==> src/rtl/alu_pkg.sv <==
// Shared opcode and flag-index definitions for the pipelined flag ALU.
// Saturating arithmetic is selected per build with the ALU_SAT_EN macro.
package alu_pkg;

  localparam int OP_W = 3;
  localparam int NFLG = 5;

  localparam int FLG_S = 4;
  localparam int FLG_Z = 3;
  localparam int FLG_C = 2;
  localparam int FLG_P = 1;
  localparam int FLG_V = 0;

  typedef enum logic [OP_W-1:0] {
    OP_ADD = 3'b000,
    OP_ADC = 3'b001,
    OP_SUB = 3'b010,
    OP_SBB = 3'b011,
    OP_AND = 3'b100,
    OP_OR  = 3'b101,
    OP_XOR = 3'b110,
    OP_CMP = 3'b111
  } alu_op_t;

endpackage

==> src/rtl/alu_flags_core.sv <==
// Combinational W-bit ALU: op/x/y/carry-in to result plus S/Z/C/P/V flags.
// Define ALU_SAT_EN to clamp overflowing ADD/ADC/SUB/SBB results.
module alu_flags_core
  import alu_pkg::*;
#(
  parameter int W = 16
) (
  input  alu_op_t          op_i,
  input  logic [W-1:0]     x_i,
  input  logic [W-1:0]     y_i,
  input  logic             c_i,
  output logic [W-1:0]     result_o,
  output logic [NFLG-1:0]  flags_o
);

  logic [W:0]   add_w;
  logic [W:0]   sub_w;
  logic         cin;
  logic [W-1:0] raw;
  logic [W-1:0] sat;
  logic         carry;
  logic         ovf;

  always_comb begin
    // NOTE: every signal driven here gets a default first, so no path can infer a latch.
    raw   = '0;
    carry = 1'b0;
    ovf   = 1'b0;
    cin   = (op_i == OP_ADC || op_i == OP_SBB) ? c_i : 1'b0;
    add_w = {1'b0, x_i} + {1'b0, y_i} + {{W{1'b0}}, cin};
    sub_w = {1'b0, x_i} - {1'b0, y_i} - {{W{1'b0}}, cin};

    case (op_i)
      OP_ADD, OP_ADC: begin
        raw   = add_w[W-1:0];
        carry = add_w[W];
        ovf   = (x_i[W-1] == y_i[W-1]) && (raw[W-1] != x_i[W-1]);
      end
      OP_SUB, OP_SBB, OP_CMP: begin
        raw   = sub_w[W-1:0];
        carry = sub_w[W];  // borrow out of the W+1-bit difference
        ovf   = (x_i[W-1] != y_i[W-1]) && (raw[W-1] != x_i[W-1]);
      end
      OP_AND:  raw = x_i & y_i;
      OP_OR:   raw = x_i | y_i;
      OP_XOR:  raw = x_i ^ y_i;
      default: raw = '0;
    endcase

`ifdef ALU_SAT_EN
    // Overflow direction follows x's sign for both add and subtract.
    if (ovf && op_i != OP_CMP)
      sat = x_i[W-1] ? {1'b1, {(W-1){1'b0}}} : {1'b0, {(W-1){1'b1}}};
    else
      sat = raw;
`else
    sat = raw;
`endif

    result_o       = (op_i == OP_CMP) ? x_i : sat;
    flags_o        = '0;
    flags_o[FLG_S] = sat[W-1];
    flags_o[FLG_Z] = (sat == '0);
    flags_o[FLG_C] = carry;
    flags_o[FLG_P] = ~^sat;
    flags_o[FLG_V] = ovf;
  end

endmodule

==> src/rtl/alu_flags_pipe.sv <==
// Two-stage valid/ready ALU pipeline with an architectural flag register.
// Saturation in the datapath is enabled by defining ALU_SAT_EN.
module alu_flags_pipe
  import alu_pkg::*;
#(
  parameter int W = 16
) (
  input  logic         clk,
  input  logic         rst_n,
  input  logic         in_valid,
  output logic         in_ready,
  input  alu_op_t      in_op,
  input  logic [W-1:0] in_x,
  input  logic [W-1:0] in_y,
  output logic         out_valid,
  input  logic         out_ready,
  output logic [W-1:0] out_result,
  output logic         sign,
  output logic         zero,
  output logic         carry,
  output logic         parity,
  output logic         overflow
);

  logic            s1_valid_q, s1_valid_d;
  alu_op_t         s1_op_q;
  logic [W-1:0]    s1_x_q, s1_y_q;
  logic            out_valid_q, out_valid_d;
  logic [W-1:0]    out_result_q;
  logic [NFLG-1:0] flags_q;

  logic            adv;
  logic            accept;
  logic [W-1:0]    core_result;
  logic [NFLG-1:0] core_flags;

  alu_flags_core #(.W(W)) u_core (
    .op_i     (s1_op_q),
    .x_i      (s1_x_q),
    .y_i      (s1_y_q),
    .c_i      (flags_q[FLG_C]),
    .result_o (core_result),
    .flags_o  (core_flags)
  );

  always_comb begin
    adv      = s1_valid_q && (!out_valid_q || out_ready);
    in_ready = !s1_valid_q || adv;
    accept   = in_valid && in_ready;

    s1_valid_d = s1_valid_q;
    if (accept)   s1_valid_d = 1'b1;
    else if (adv) s1_valid_d = 1'b0;

    out_valid_d = out_valid_q;
    if (adv)            out_valid_d = 1'b1;
    else if (out_ready) out_valid_d = 1'b0;
  end

  always_ff @(posedge clk or negedge rst_n) begin
    // NOTE: sequential state uses non-blocking <= so every flop samples pre-edge values.
    if (!rst_n) begin
      s1_valid_q   <= 1'b0;
      out_valid_q  <= 1'b0;
      out_result_q <= '0;
      flags_q      <= '0;
    end else begin
      s1_valid_q  <= s1_valid_d;
      out_valid_q <= out_valid_d;
      if (adv) begin
        out_result_q <= core_result;
        flags_q      <= core_flags;
      end
    end
  end

  // NOTE: stage-1 payload is deliberately unreset; s1_valid_q qualifies it.
  always_ff @(posedge clk) begin
    if (accept) begin
      s1_op_q <= in_op;
      s1_x_q  <= in_x;
      s1_y_q  <= in_y;
    end
  end

  assign out_valid  = out_valid_q;
  assign out_result = out_result_q;
  assign sign       = flags_q[FLG_S];
  assign zero       = flags_q[FLG_Z];
  assign carry      = flags_q[FLG_C];
  assign parity     = flags_q[FLG_P];
  assign overflow   = flags_q[FLG_V];

endmodule

==> config.mk <==
export PLATFORM = sky130hd
export DESIGN_NAME = alu_flags_pipe
export DESIGN_NICKNAME = d
export VERILOG_FILES = /design/src/rtl/alu_pkg.sv /design/src/rtl/alu_flags_core.sv /design/src/rtl/alu_flags_pipe.sv
export SDC_FILE = /design/constraint.sdc
export NUM_CORES = 1
export LEC_CHECK = 0
export BUFFER_PORTS_ARGS = -buffer_cell sky130_fd_sc_hd__buf_2
export CAP_MARGIN = 20
export CORE_MARGIN = 1
export CORE_UTILIZATION = 45
export CTS_BUF_LIST = sky130_fd_sc_hd__clkbuf_16
export DETAILED_ROUTE_END_ITERATION = 8
export PLACE_DENSITY = 0.7
export SYNTH_ARGS = -nofsm -noshare
export SYNTH_HDL_FRONTEND = slang
export SYNTH_SLANG_ARGS = --single-unit
==> constraint.sdc <==
create_clock -name clk -period 10 [get_ports clk]
set_input_delay 2 -clock clk [delete_from_list [all_inputs] [get_ports clk]]
set_output_delay 2 -clock clk [all_outputs]
set_load 0.02 [all_outputs]
* Word level (Yosys, flattened, before mapping)
Index checks and enable logic that the tools add are counted.
** Storage, ports and cells
- Input bits :: 39
- Flip-flop bits (word level) :: 58
- Logic and storage cells :: 50
- Output and inout port bits :: 23
** Cells by class
- Mux-type cells :: 9
- Reduce and logical (&&, ||, !) cells :: 16
- Bitwise gates (word level) :: 3
- Equality and inequality tests :: 11
- $add $sub $neg :: 4
** Operators with widths (number)
- one-hot mux 16 bit (5 select lines) :: 1
- adder 16 x 16 -> 17 bit :: 1
- adder 17 x 1 -> 17 bit :: 1
- subtractor 16 x 16 -> 17 bit :: 1
- subtractor 17 x 1 -> 17 bit :: 1
- bitwise AND 16 bit :: 1
- zero test 16 bit :: 1
- two-way mux 16 bit :: 1
- bitwise OR 16 bit :: 1
- XNOR reduction 16 bit :: 1
- bitwise XOR 16 bit :: 1
- == test 3 bit, second input constant :: 4
- == test 3 x 2 -> 1 bit, second input constant :: 2
- two-way mux 1 bit :: 5
- logical AND 1 bit :: 4
- one-hot mux 1 bit (2 select lines) :: 2
- nonzero test 2 bit :: 2
- == test 3 x 1 -> 1 bit, second input constant :: 1
- zero test 3 bit :: 1
- logical OR 1 bit :: 3
- != test 1 bit :: 3
- OR reduction 3 bit :: 1
- zero test 1 bit :: 2
- OR reduction 2 bit :: 1
- == test 1 bit :: 1

* Logic depth before layout (Yosys ltp)
Gate-level depths: netlist of run 1.
- Word-level depth :: 7
- Depth in mapped cells :: 19

* Cells and area by module
Synthesis of run 1 repeated with hierarchy kept, for this count alone.
** Second synthesis, totals
- Cell total of the unflattened synthesis :: 569
- Area, all modules :: 5368.9 µm²
** Modules (own cells, without submodules)
- alu_flags_core :: cells each 482, times used 1, seq. area each 0.0 µm², area each 3338.2 µm²
- alu_flags_pipe :: cells each 87, times used 1, seq. area each 1626.6 µm², area each 2030.7 µm²

* Least setup slack after synthesis of run 1
OpenSTA, ideal clock, no wires.
- Path type :: input-to-output
- Start point :: input out_ready
- End point :: output in_ready
- Data required time :: 8.000 ns
- Path slack :: 5.722 ns
- Stages on the path :: 1
- Arrival :: 2.278 ns
- Path buffers :: 0
- Cell sequence :: nand3b_1
** Between the ends
- Cells in the longest elaborated chain, start to end :: 3
** RTL lines
- from (decl) :: line alu_flags_pipe.sv:16 : input logic out_ready,
- logical OR 1 bit :: line alu_flags_pipe.sv:47 : adv = s1_valid_q && (!out_valid_q || out_ready);
- logical AND 1 bit :: line alu_flags_pipe.sv:47
- logical OR 1 bit :: line alu_flags_pipe.sv:48 : in_ready = !s1_valid_q || adv;
- to (decl) :: line alu_flags_pipe.sv:11 : output logic in_ready,
Every way passes these cells.

* Final worst setup path of run 1
Same ends and word-level chain as after synthesis.

==> impl_metrics.env, run 1 <==
export IMPL_tritoncts="built"
export IMPL_arrival_ps=2470
export IMPL_post_cts_buffers=0
export IMPL_yosys_area_top_type="edfxtp_1"
export IMPL_cts_resized=0
export IMPL_grt_use_total=0.2397
export IMPL_drtPass1Iterations=5
export IMPL_reg2reg_from="s1_op_q[2]"
export IMPL_tns_ps=0
export IMPL_slew_violations=0
export IMPL_wl_um=13200
export IMPL_cts_sinks=58
export IMPL_synth_edf_count=35
export IMPL_drive_gt1_frac=0.1680
export IMPL_drcViolationCount=0
export IMPL_r2r_slack_ps=5820
export IMPL_path_clk_slew_ps=50
export IMPL_required_ps=8000
export IMPL_power_total_uw=973.9
export IMPL_ant_nets=0
export IMPL_hold_end="out_result[8]"
export IMPL_vias_per_cell=5.821
export IMPL_postPlaceCellArea_um2=5500
export IMPL_io_buffers=61
export IMPL_leakage_nw=2.606
export IMPL_worstMarginPinSlew_ps=1015
export IMPL_antenna_found_initial=0
export IMPL_cts_buffers=9
export IMPL_setup_viol=0
export IMPL_ir_worst_vdd_v=0.0001002
export IMPL_relSlewSlack=0.3207
export IMPL_die_area_um2=11760
export IMPL_hold_buffers=0
export IMPL_layout_nets=728
export IMPL_die_w_um=108.5
export IMPL_clk_latency_ps=340
export IMPL_synth_area_leaders="edfxtp_1, ha_1, dfrtp_1, o21ai_0, a21oi_1"
export IMPL_n_antenna_cell=0
export IMPL_synth_warning_count=0
export IMPL_synth_top_area_frac=0.2061
export IMPL_cts_buffer_depth=2
export IMPL_io_pins=62
export IMPL_synthesis_nets=675
export IMPL_final_area_um2=5752
export IMPL_vias=4418
export IMPL_gp_congestion=0.8961
export IMPL_clock_root_buffer="clkbuf_16"
export IMPL_drt_iter0_markers=363
export IMPL_grt_pass1_wl_um=20950
export IMPL_fmax_mhz=223.9
export IMPL_fin_crit_sh=0.4467
export IMPL_synthTopCellsByCount="ha_1, inv_1, o21ai_0, nand2_1, a21oi_1"
export IMPL_synth_seq_area_share=0.3189
export IMPL_p_per_area_nw_per_um2=169.3
export IMPL_yosysMostFrequentCell="ha_1"
export IMPL_syn2layout_area_growth_pct=12.78
export IMPL_period_minus_slack_ps=4467
export IMPL_start_kind="primary input"
export IMPL_core_rowCount=38
export IMPL_worst_r2r_path_depth=17
export IMPL_crit_fanout=3
export IMPL_synth_area_um2=5100
export IMPL_crit_type="in2out"
export IMPL_ys_seq_elements=58
export IMPL_place_hpwl_um=9965
export IMPL_core_area_um2=10940
export IMPL_hold_violations=0
export IMPL_holdPathStages=1
export IMPL_hold_path_startpoint="out_result[8]"
export IMPL_postSynth_asyncResetShare=0.3966
export IMPL_grt_max_degree=36
export IMPL_min_delay_path_class="reg2reg"
export IMPL_htreeDepth=3
export IMPL_rsz0062_at_grt="no"
export IMPL_cap_violations=0
export IMPL_timing_hold_ws_ps=467.8
export IMPL_overflow=0
export IMPL_skew_ps=5.621
export IMPL_wl_per_cell_um=17.40
export IMPL_reg2reg_to="flags_q[1]"
export IMPL_initial_core_util=0.4664
export IMPL_synth_cell_types=65
export IMPL_endpoint_kind="output pin"
export IMPL_grt_pass1_vias=4097
export IMPL_synth_main_ff_cell="edfxtp_1"
export IMPL_die_y_um=108.5
export IMPL_synthCells=562
export IMPL_crit_start="out_ready"
export IMPL_postSynthAreaPerCell_um2=9.075
export IMPL_status="finished, final reports clean"
==> placed cells by master (no fill, tap or decap), drive strengths merged, types with 8 or more instances in the layout <==
cell type   n
clkbuf      9
o21ai      54
buf        65
xor2        8
edfxtp     35
a21o       15
nor3        8
a22oi       9
ha         70
xnor2      22
nor2       27
a21oi      43
dfrtp      23
nand3      11
inv        59
nand2      48
==> worst max-delay path, stage by stage <==
cell and delay [ps]:
buf_2 100, nand3b_1 180, buf_2 180
==> registers in the layout (all words and copies together), names as in the netlist <==
name and count:
s1_x_q 16, flags_q 5, s1_op_q 3, out_result 16
out_valid 1, s1_y_q 16, s1_valid_q 1
==> worst max-delay path by stage <==
stage	to	slack [ps]	cells past startpoint
detailed placement	in_ready	5530	3
CTS	in_ready	5530	3
floorplan	in_ready	5720	1
global placement	in_ready	5570	3
finish	in_ready	5530	3
global route	in_ready	5490	3
==> layout make-up <==
class | count | area [um2]
clock buffers | 9 | 225.2
multi-input cells | 425 | 3153
inverters | 56 | 210.2
fillers | 1010 | 5184
flip-flops and latches | 58 | 1627
repair buffers | 65 | 335.3
clock inverters | 6 | 26.28
well taps | 140 | 175.2
==> cells by family (layout without fill, tap and decap cells) <==
family | count (synthesis) | in the layout | synth area share
compound gates | 184 | 184 | 0.2417
mux | 6 | 6 | 0.01251
buf+inv | 79 | 136 | 0.06305
xor+xnor | 30 | 30 | 0.05152
flops | 58 | 58 | 0.3189
fa+ha+maj | 74 | 74 | 0.1874
simple gates | 131 | 131 | 0.1249
==> metal layers <==
metal	global-route usage	vias to the layer above	share of wire	wire [um]
li1	-	2120	-	-
met4	0.1004	0	0.020	267
met5	0	-	0	0
met3	0.04581	19	0.072	945
met1	0.3154	2100	0.44	5875
met2	0.3829	179	0.46	6117
==> power by group <==
group / total (mW) / internal (mW) / switching [mW]
combinational: 0.395 / 0.164 / 0.231
clock: 0.267 / 0.162 / 0.105
sequential: 0.312 / 0.290 / 0.0219
total: 0.974 / 0.616 / 0.358
==> through the flow <==
stage	util	std cells	setup WS, ps
final	0.5260	759	5533
after global routing	0.5260	759	5491
after CTS	0.5260	759	5533
after detailed placement	0.5030	744	5535
after global placement	0.5030	744	5568
after floorplan	-	562	5722
Power figures use the tool's default switching activity.
==> inputs of run 2 (changes only) <==
--- a/config.mk
+++ b/config.mk
@@ -5,6 +5,7 @@
 export SDC_FILE = /design/constraint.sdc
 export NUM_CORES = 1
 export LEC_CHECK = 0
+export ABC_AREA = 1
 export BUFFER_PORTS_ARGS = -buffer_cell sky130_fd_sc_hd__buf_2
 export CAP_MARGIN = 20
 export CORE_MARGIN = 1
==> constraint.sdc (replaced) <==
create_clock -name clk -period 4.4 [get_ports clk]
set_input_delay 0.88 -clock clk [delete_from_list [all_inputs] [get_ports clk]]
set_output_delay 0.88 -clock clk [all_outputs]
set_load 0.02 [all_outputs]
==> run 2 against run 1 <==
  * Hold slack better by 9.9 ps
  * Critical path type is now reg2reg
  * Clock-buffer cell count up 1
  * First-iteration DRC count up 29%
  * Sequential cell count unchanged
  * Utilization up 0.35 points
  * Sequential power up 140%
  * Clock power up 140%
  * Synthesized cell count up 33%
  * Total power rose to 2.6 times the previous value
==> impl_metrics.env, run 2 <==
export IMPL_die_area_um2=12390
export IMPL_crit_fanout=6
export IMPL_tritoncts="built"
export IMPL_wl_per_cell_um=14.88
export IMPL_required_ps=4590
export IMPL_layout_nets=925
export IMPL_status="finished, final reports clean"
export IMPL_synth_area_um2=5376
export IMPL_die_w_um=111.3
export IMPL_period_minus_slack_ps=3537
export IMPL_hold_end="out_result[6]"
export IMPL_synthesis_nets=861
export IMPL_yosys_area_top_type="edfxtp_1"
export IMPL_drtPass1Iterations=5
export IMPL_leakage_nw=3.331
export IMPL_endpoint_kind="flip-flop"
export IMPL_start_kind="flip-flop"
export IMPL_synth_seq_area_share=0.3025
export IMPL_synthTopCellsByCount="nand2_1, inv_1, ha_1, nand3_1, a21oi_1"
export IMPL_final_cell_mix="nand2_1, inv_1, ha_1, buf_2, nand3_1"
export IMPL_hold_buffers=0
export IMPL_yosysMostFrequentCell="nand2_1"
export IMPL_clk_latency_ps=330
export IMPL_cts_buffers=9
export IMPL_synth_cell_types=45
export IMPL_grt_max_degree=36
export IMPL_syn2layout_area_growth_pct=13.40
export IMPL_synth_warning_count=0
export IMPL_crit_buf_inv=4
export IMPL_die_y_um=111.3
export IMPL_synth_edf_count=35
export IMPL_place_hpwl_um=11440
export IMPL_core_area_um2=11520
export IMPL_n_antenna_cell=0
export IMPL_hold_path_startpoint="out_result[6]"
export IMPL_postPlaceCellArea_um2=5814
export IMPL_synth_main_ff_cell="edfxtp_1"
export IMPL_worstMarginPinSlew_ps=536.8
export IMPL_min_delay_path_class="reg2reg"
export IMPL_layout_commonest_cell="nand2_1"
export IMPL_rsz0062_at_grt="no"
export IMPL_skew_ps=5.603
export IMPL_vias=5038
export IMPL_cts_buffer_depth=2
export IMPL_ys_seq_elements=58
export IMPL_cp_common_cell="nand2_1"
export IMPL_drcViolationCount=0
export IMPL_grt_pass1_vias=4728
export IMPL_nFillCells=1114
export IMPL_post_cts_buffers=0
export IMPL_power_total_mw=2.522
export IMPL_cts_sinks=58
export IMPL_ir_worst_vdd_v=0.0003336
export IMPL_r2r_slack_ps=860
export IMPL_ant_nets=0
export IMPL_arrival_ps=3730
export IMPL_initial_core_util=0.4669
export IMPL_vias_per_cell=5.248
export IMPL_hold_violations=0
export IMPL_timing_hold_ws_ps=477.7
export IMPL_htreeDepth=3
export IMPL_crit_family="simple AND/OR/NAND/NOR gates"
export IMPL_postSynthAreaPerCell_um2=7.188
export IMPL_final_area_um2=6097
export IMPL_relSlewSlack=0.6421
export IMPL_synth_top_area_frac=0.1955
export IMPL_drt_iter0_markers=468
export IMPL_gp_congestion=0.9156
export IMPL_worst_r2r_path_depth=23
export IMPL_grt_pass1_wl_um=23450
export IMPL_clock_root_buffer="clkbuf_16"
export IMPL_wl_um=14280
export IMPL_overflow=0
export IMPL_slowest_delay_ps=530
export IMPL_cp_cell_sequence="inv_2, nand3_1, inv_1, fa_1, inv_1, ha_1, inv_1, nand2_1, nand2_1, nand2_1, nand2_1, nand2_1, nand2_1, nand2_1, nand2_1, nand3_1, nand3_1, nand2_1, ha_1, xor2_1, xnor2_1, xnor2_1, o21ai_0"
export IMPL_cap_violations=0
export IMPL_postSynth_asyncResetShare=0.3966
export IMPL_crit_type="reg2reg"
export IMPL_cts_resized=0
export IMPL_fmax_mhz=282.7
export IMPL_core_rowCount=39
export IMPL_io_buffers=61
export IMPL_p_per_area_nw_per_um2=413.6
export IMPL_cp_slowest_cell="fa_1"
export IMPL_fin_crit_sh=0.8038
export IMPL_io_pins=62
export IMPL_synth_area_leaders="edfxtp_1, ha_1, nand2_1, dfrtp_1, inv_1"
export IMPL_holdPathStages=2
export IMPL_antenna_found_initial=0
export IMPL_drive_gt1_frac=0.1248
export IMPL_slew_violations=0
export IMPL_path_clk_slew_ps=50
export IMPL_reg2reg_to="flags_q[1]"
export IMPL_reg2reg_from="s1_op_q[2]"
export IMPL_tns_ps=0
export IMPL_synthCells=748
export IMPL_grt_use_total=0.2411
export IMPL_setup_viol=0
## run 2: cell count changes after synthesis, sizes merged, moves of 8 or more
cell	delta
nand4	+11
o22ai	+8
clkbuf	-8
nor2	+14
nand2	+182
a22oi	-9
a21o	-13
nand3	+48
xnor2	-16
inv	+81
o21ai	-31
## run 2: power by group
group	switching [mW]	leakage [nW]	internal, mW	total (mW)
Sequential	0.0639	0.619	0.683	0.747
Clock	0.240	0.144	0.408	0.648
Combinational	0.715	2.57	0.411	1.13
## run 2: layout make-up
cell class	count	area, um2	area share
timing repair buffer	63	320.3	0.05253
multi-input combinational	542	3171	0.5200
sequential	58	1627	0.2668
clock inverter	6	32.53	0.005336
tap	143	178.9	0.02935
inverter	138	518.0	0.08496
clock buffer	10	250.2	0.04104
## run 2: how the worst max path moves through the flow
stage | endpoint | from | cells after the start | slack, ps
finish | flags_q[1] | s1_op_q[2] | 23 | 860
global route | flags_q[1] | s1_op_q[2] | 23 | 560
CTS | flags_q[1] | s1_op_q[2] | 23 | 900
detailed placement | flags_q[1] | s1_op_q[2] | 23 | 890
global placement | flags_q[1] | s1_op_q[2] | 18 | 1010
floorplan | flags_q[1] | s1_op_q[2] | 18 | 1240
## run 2: cell families (layout without fill, tap and decap cells)
family / after synthesis / after routing / synth area share
xor gates and xnor gates: 10 / 10 / 0.01629
AOI/OAI and AO/OA: 90 / 90 / 0.09821
adders and majority gates: 74 / 74 / 0.1778
buffers and inverters: 148 / 217 / 0.1078
and+or+nand+nor: 368 / 368 / 0.2974
DFF: 58 / 58 / 0.3025
## run 2: routing by layer
| layer | GRT usage | up-vias | part of all wire |
|---|---|---|---|
| met5 | 0 | - | 0 |
| met4 | 0.08919 | 0 | 0.024 |
| met3 | 0.03554 | 21 | 0.076 |
| met2 | 0.3671 | 214 | 0.42 |
| met1 | 0.3465 | 2265 | 0.48 |
| li1 | - | 2538 | - |
## run 2: worst reg2reg max path, cell delays in order, from the launching register on
cell	delay, ps
edfxtp_1	490
inv_2	90
nand3_1	130
inv_1	70
fa_1	530
inv_1	60
ha_1	170
inv_1	50
nand2_1	70
nand2_1	60
nand2_1	100
nand2_1	80
nand2_1	100
nand2_1	120
nand2_1	70
nand2_1	100
nand3_1	110
nand3_1	120
nand2_1	60
ha_1	300
xor2_1	150
xnor2_1	180
xnor2_1	130
o21ai_0	90
## run 2: stage by stage
stage | util | std cells | setup slack, ps
2_1_floorplan | - | 748 | 1237
3_3_place_gp | 0.5049 | 944 | 1007
3_5_place_dp | 0.5049 | 944 | 886.2
4_1_cts | 0.5294 | 960 | 900.5
5_1_grt | 0.5294 | 960 | 564.1
6_report | 0.5294 | 960 | 863.3
==> inputs of run 3 (changes only) <==
==> constraint.sdc (replaced) <==
create_clock -name clk -period 3.5 [get_ports clk]
set_input_delay 0.7 -clock clk [delete_from_list [all_inputs] [get_ports clk]]
set_output_delay 0.7 -clock clk [all_outputs]
set_load 0.02 [all_outputs]
==> run 3 against run 2 <==
  * Combinational power grew 31%
  * Clock power grew 31%
  * Global-route usage is essentially flat
  * Largest cell class unchanged
  * Setup slack lost 640 ps
  * Clock skew grew 2.7 ps
  * Sequential cell count is the same
  * Total power grew 29%
  * Maximum frequency grew 7.8%
  * Critical path type unchanged
==> impl_metrics.env, run 3 (synthesis results as in run 2) <==
export IMPL_status="finished, final reports clean"
export IMPL_drive_gt1_frac=0.1558
export IMPL_reg2reg_from="s1_op_q[0]"
export IMPL_place_hpwl_um=11520
export IMPL_htreeDepth=3
export IMPL_regArea_um2=1627
export IMPL_grt_pass1_vias=4609
export IMPL_m1WireLength_um=6970
export IMPL_wl_per_cell_um=14.97
export IMPL_syn2layout_area_growth_pct=16.29
export IMPL_slowest_delay_ps=560
export IMPL_cts_sinks=58
export IMPL_hold_violations=0
export IMPL_cap_violations=0
export IMPL_path_clk_slew_ps=60
export IMPL_reg2reg_to="flags_q[1]"
export IMPL_ir_worst_vdd_v=0.0003887
export IMPL_core_rowCount=39
export IMPL_endpoint_kind="flip-flop"
export IMPL_grt_pass1_wl_um=23310
export IMPL_path_depth=19
export IMPL_worstMarginPinSlew_ps=579.6
export IMPL_power_total_mw=3.265
export IMPL_gp_congestion=0.9462
export IMPL_cp_cell_sequence="nand3_2, inv_1, fa_1, inv_1, ha_1, inv_1, nand2_2, nand2_1, nand2_2, buf_4, nor2_1, nand3b_1, nand4_1, a21oi_2, ha_1, xnor2_1, xnor2_1, xnor2_1, o21ai_1"
export IMPL_wl_met3_um=1178
export IMPL_start_kind="flip-flop"
export IMPL_grt_max_degree=36
export IMPL_crit_fanout=4
export IMPL_drcViolationCount=0
export IMPL_leakage_nw=3.399
export IMPL_layout_commonest_cell="nand2_1"
export IMPL_die_w_um=111.3
export IMPL_dp_cells=953
export IMPL_layout_nets=936
export IMPL_crit_family="adder cells"
export IMPL_fin_cells=971
export IMPL_vias=5117
export IMPL_preCtsSetupSlack_ps=77.84
export IMPL_drtPass1Iterations=6
export IMPL_fin_crit_sh=0.9372
export IMPL_hold_buffers=0
export IMPL_dr_wl_met2_um=6075
export IMPL_clk_latency_ps=330
export IMPL_multiInputGateArea_um2=3238
export IMPL_fmax_mhz=304.8
export IMPL_required_ps=3700
export IMPL_cp_slowest_cell="fa_1"
export IMPL_core_area_um2=11520
export IMPL_p_per_area_nw_per_um2=522.1
export IMPL_setup_viol=0
export IMPL_die_area_um2=12390
export IMPL_grt_use_total=0.2412
export IMPL_overflow=0
export IMPL_n_antenna_cell=0
export IMPL_antenna_found_initial=0
export IMPL_crit_type="reg2reg"
export IMPL_initial_core_util=0.4669
export IMPL_crit_buf_inv=4
export IMPL_slew_violations=0
export IMPL_r2r_slack_ps=220
export IMPL_cts_buffer_depth=2
export IMPL_finalWorstSetupSlack_ps=219.7
export IMPL_clock_root_buffer="clkbuf_16"
export IMPL_drt_iter0_markers=414
export IMPL_io_pins=62
export IMPL_die_y_um=111.3
export IMPL_final_cell_mix="nand2_1, inv_1, ha_1, buf_2, nand3_1"
export IMPL_wl_um=14530
export IMPL_vias_per_cell=5.270
export IMPL_tritoncts="built"
export IMPL_arrival_ps=3480
export IMPL_min_delay_path_class="in2async"
export IMPL_period_minus_slack_ps=3280
export IMPL_nFillCells=1103
export IMPL_skew_ps=8.308
export IMPL_ant_nets=0
export IMPL_io_buffers=61
export IMPL_crit_end="flags_q[1]"
export IMPL_worst_r2r_path_depth=19
export IMPL_crit_start="s1_op_q[0]"
export IMPL_cts_buffers=9
export IMPL_dr_max_layer_used="met4"
export IMPL_relSlewSlack=0.6127
[run 3: timing repair]
action                     4_1_cts  5_1_grt
resized for setup                0       18
setup endpoints to repair        0        1
buffers inserted                 0        2
[run 3: layout make-up]
cell class	instances	area share
Multi-Input combinational cell	542	0.5179
Sequential cell	58	0.2602
Inverter	138	0.08285
Timing Repair Buffer	74	0.06444
Clock buffer	9	0.03602
Tap cell	143	0.02862
Clock inverter	7	0.01001
[run 3: how the worst min path moves through the flow]
| stage | start | end | slack (ps) | depth (start not counted) |
|---|---|---|---|---|
| floorplan | rst_n | flags_q[0] | 400 | 0 |
| global placement | out_result[7] | out_result[7] | 460 | 2 |
| detailed placement | out_result[8] | out_result[8] | 460 | 2 |
| CTS | rst_n | flags_q[1] | 370 | 1 |
| global route | rst_n | out_result[14] | 390 | 1 |
| finish | rst_n | out_result[14] | 350 | 1 |
[run 3: metal layers]
metal  global-route usage  up-vias
met2               0.3692      203
met1               0.3518     2330
met4              0.06847        0
li1                     -     2560
met3              0.03718       24
met5                    0        -
[run 3: metrics by stage]
step	utilization	instance area, um2	TNS [ps]	hold slack (ps)
after floorplan	-	5376	0	404.4
after CTS	0.5357	6170	0	366.9
final	0.5429	6252	0	354.3
after detailed placement	0.5108	5882	0	460.6
after global placement	0.5108	5882	0	460.6
after global routing	0.5429	6252	-37.96	390.4
[run 3: report_power, final]
| part | leakage (nW) | internal (mW) | switching [mW] |
|---|---|---|---|
| Clock | 0.145 | 0.542 | 0.304 |
| Combinational | 2.63 | 0.556 | 0.924 |
| Sequential | 0.619 | 0.859 | 0.0796 |
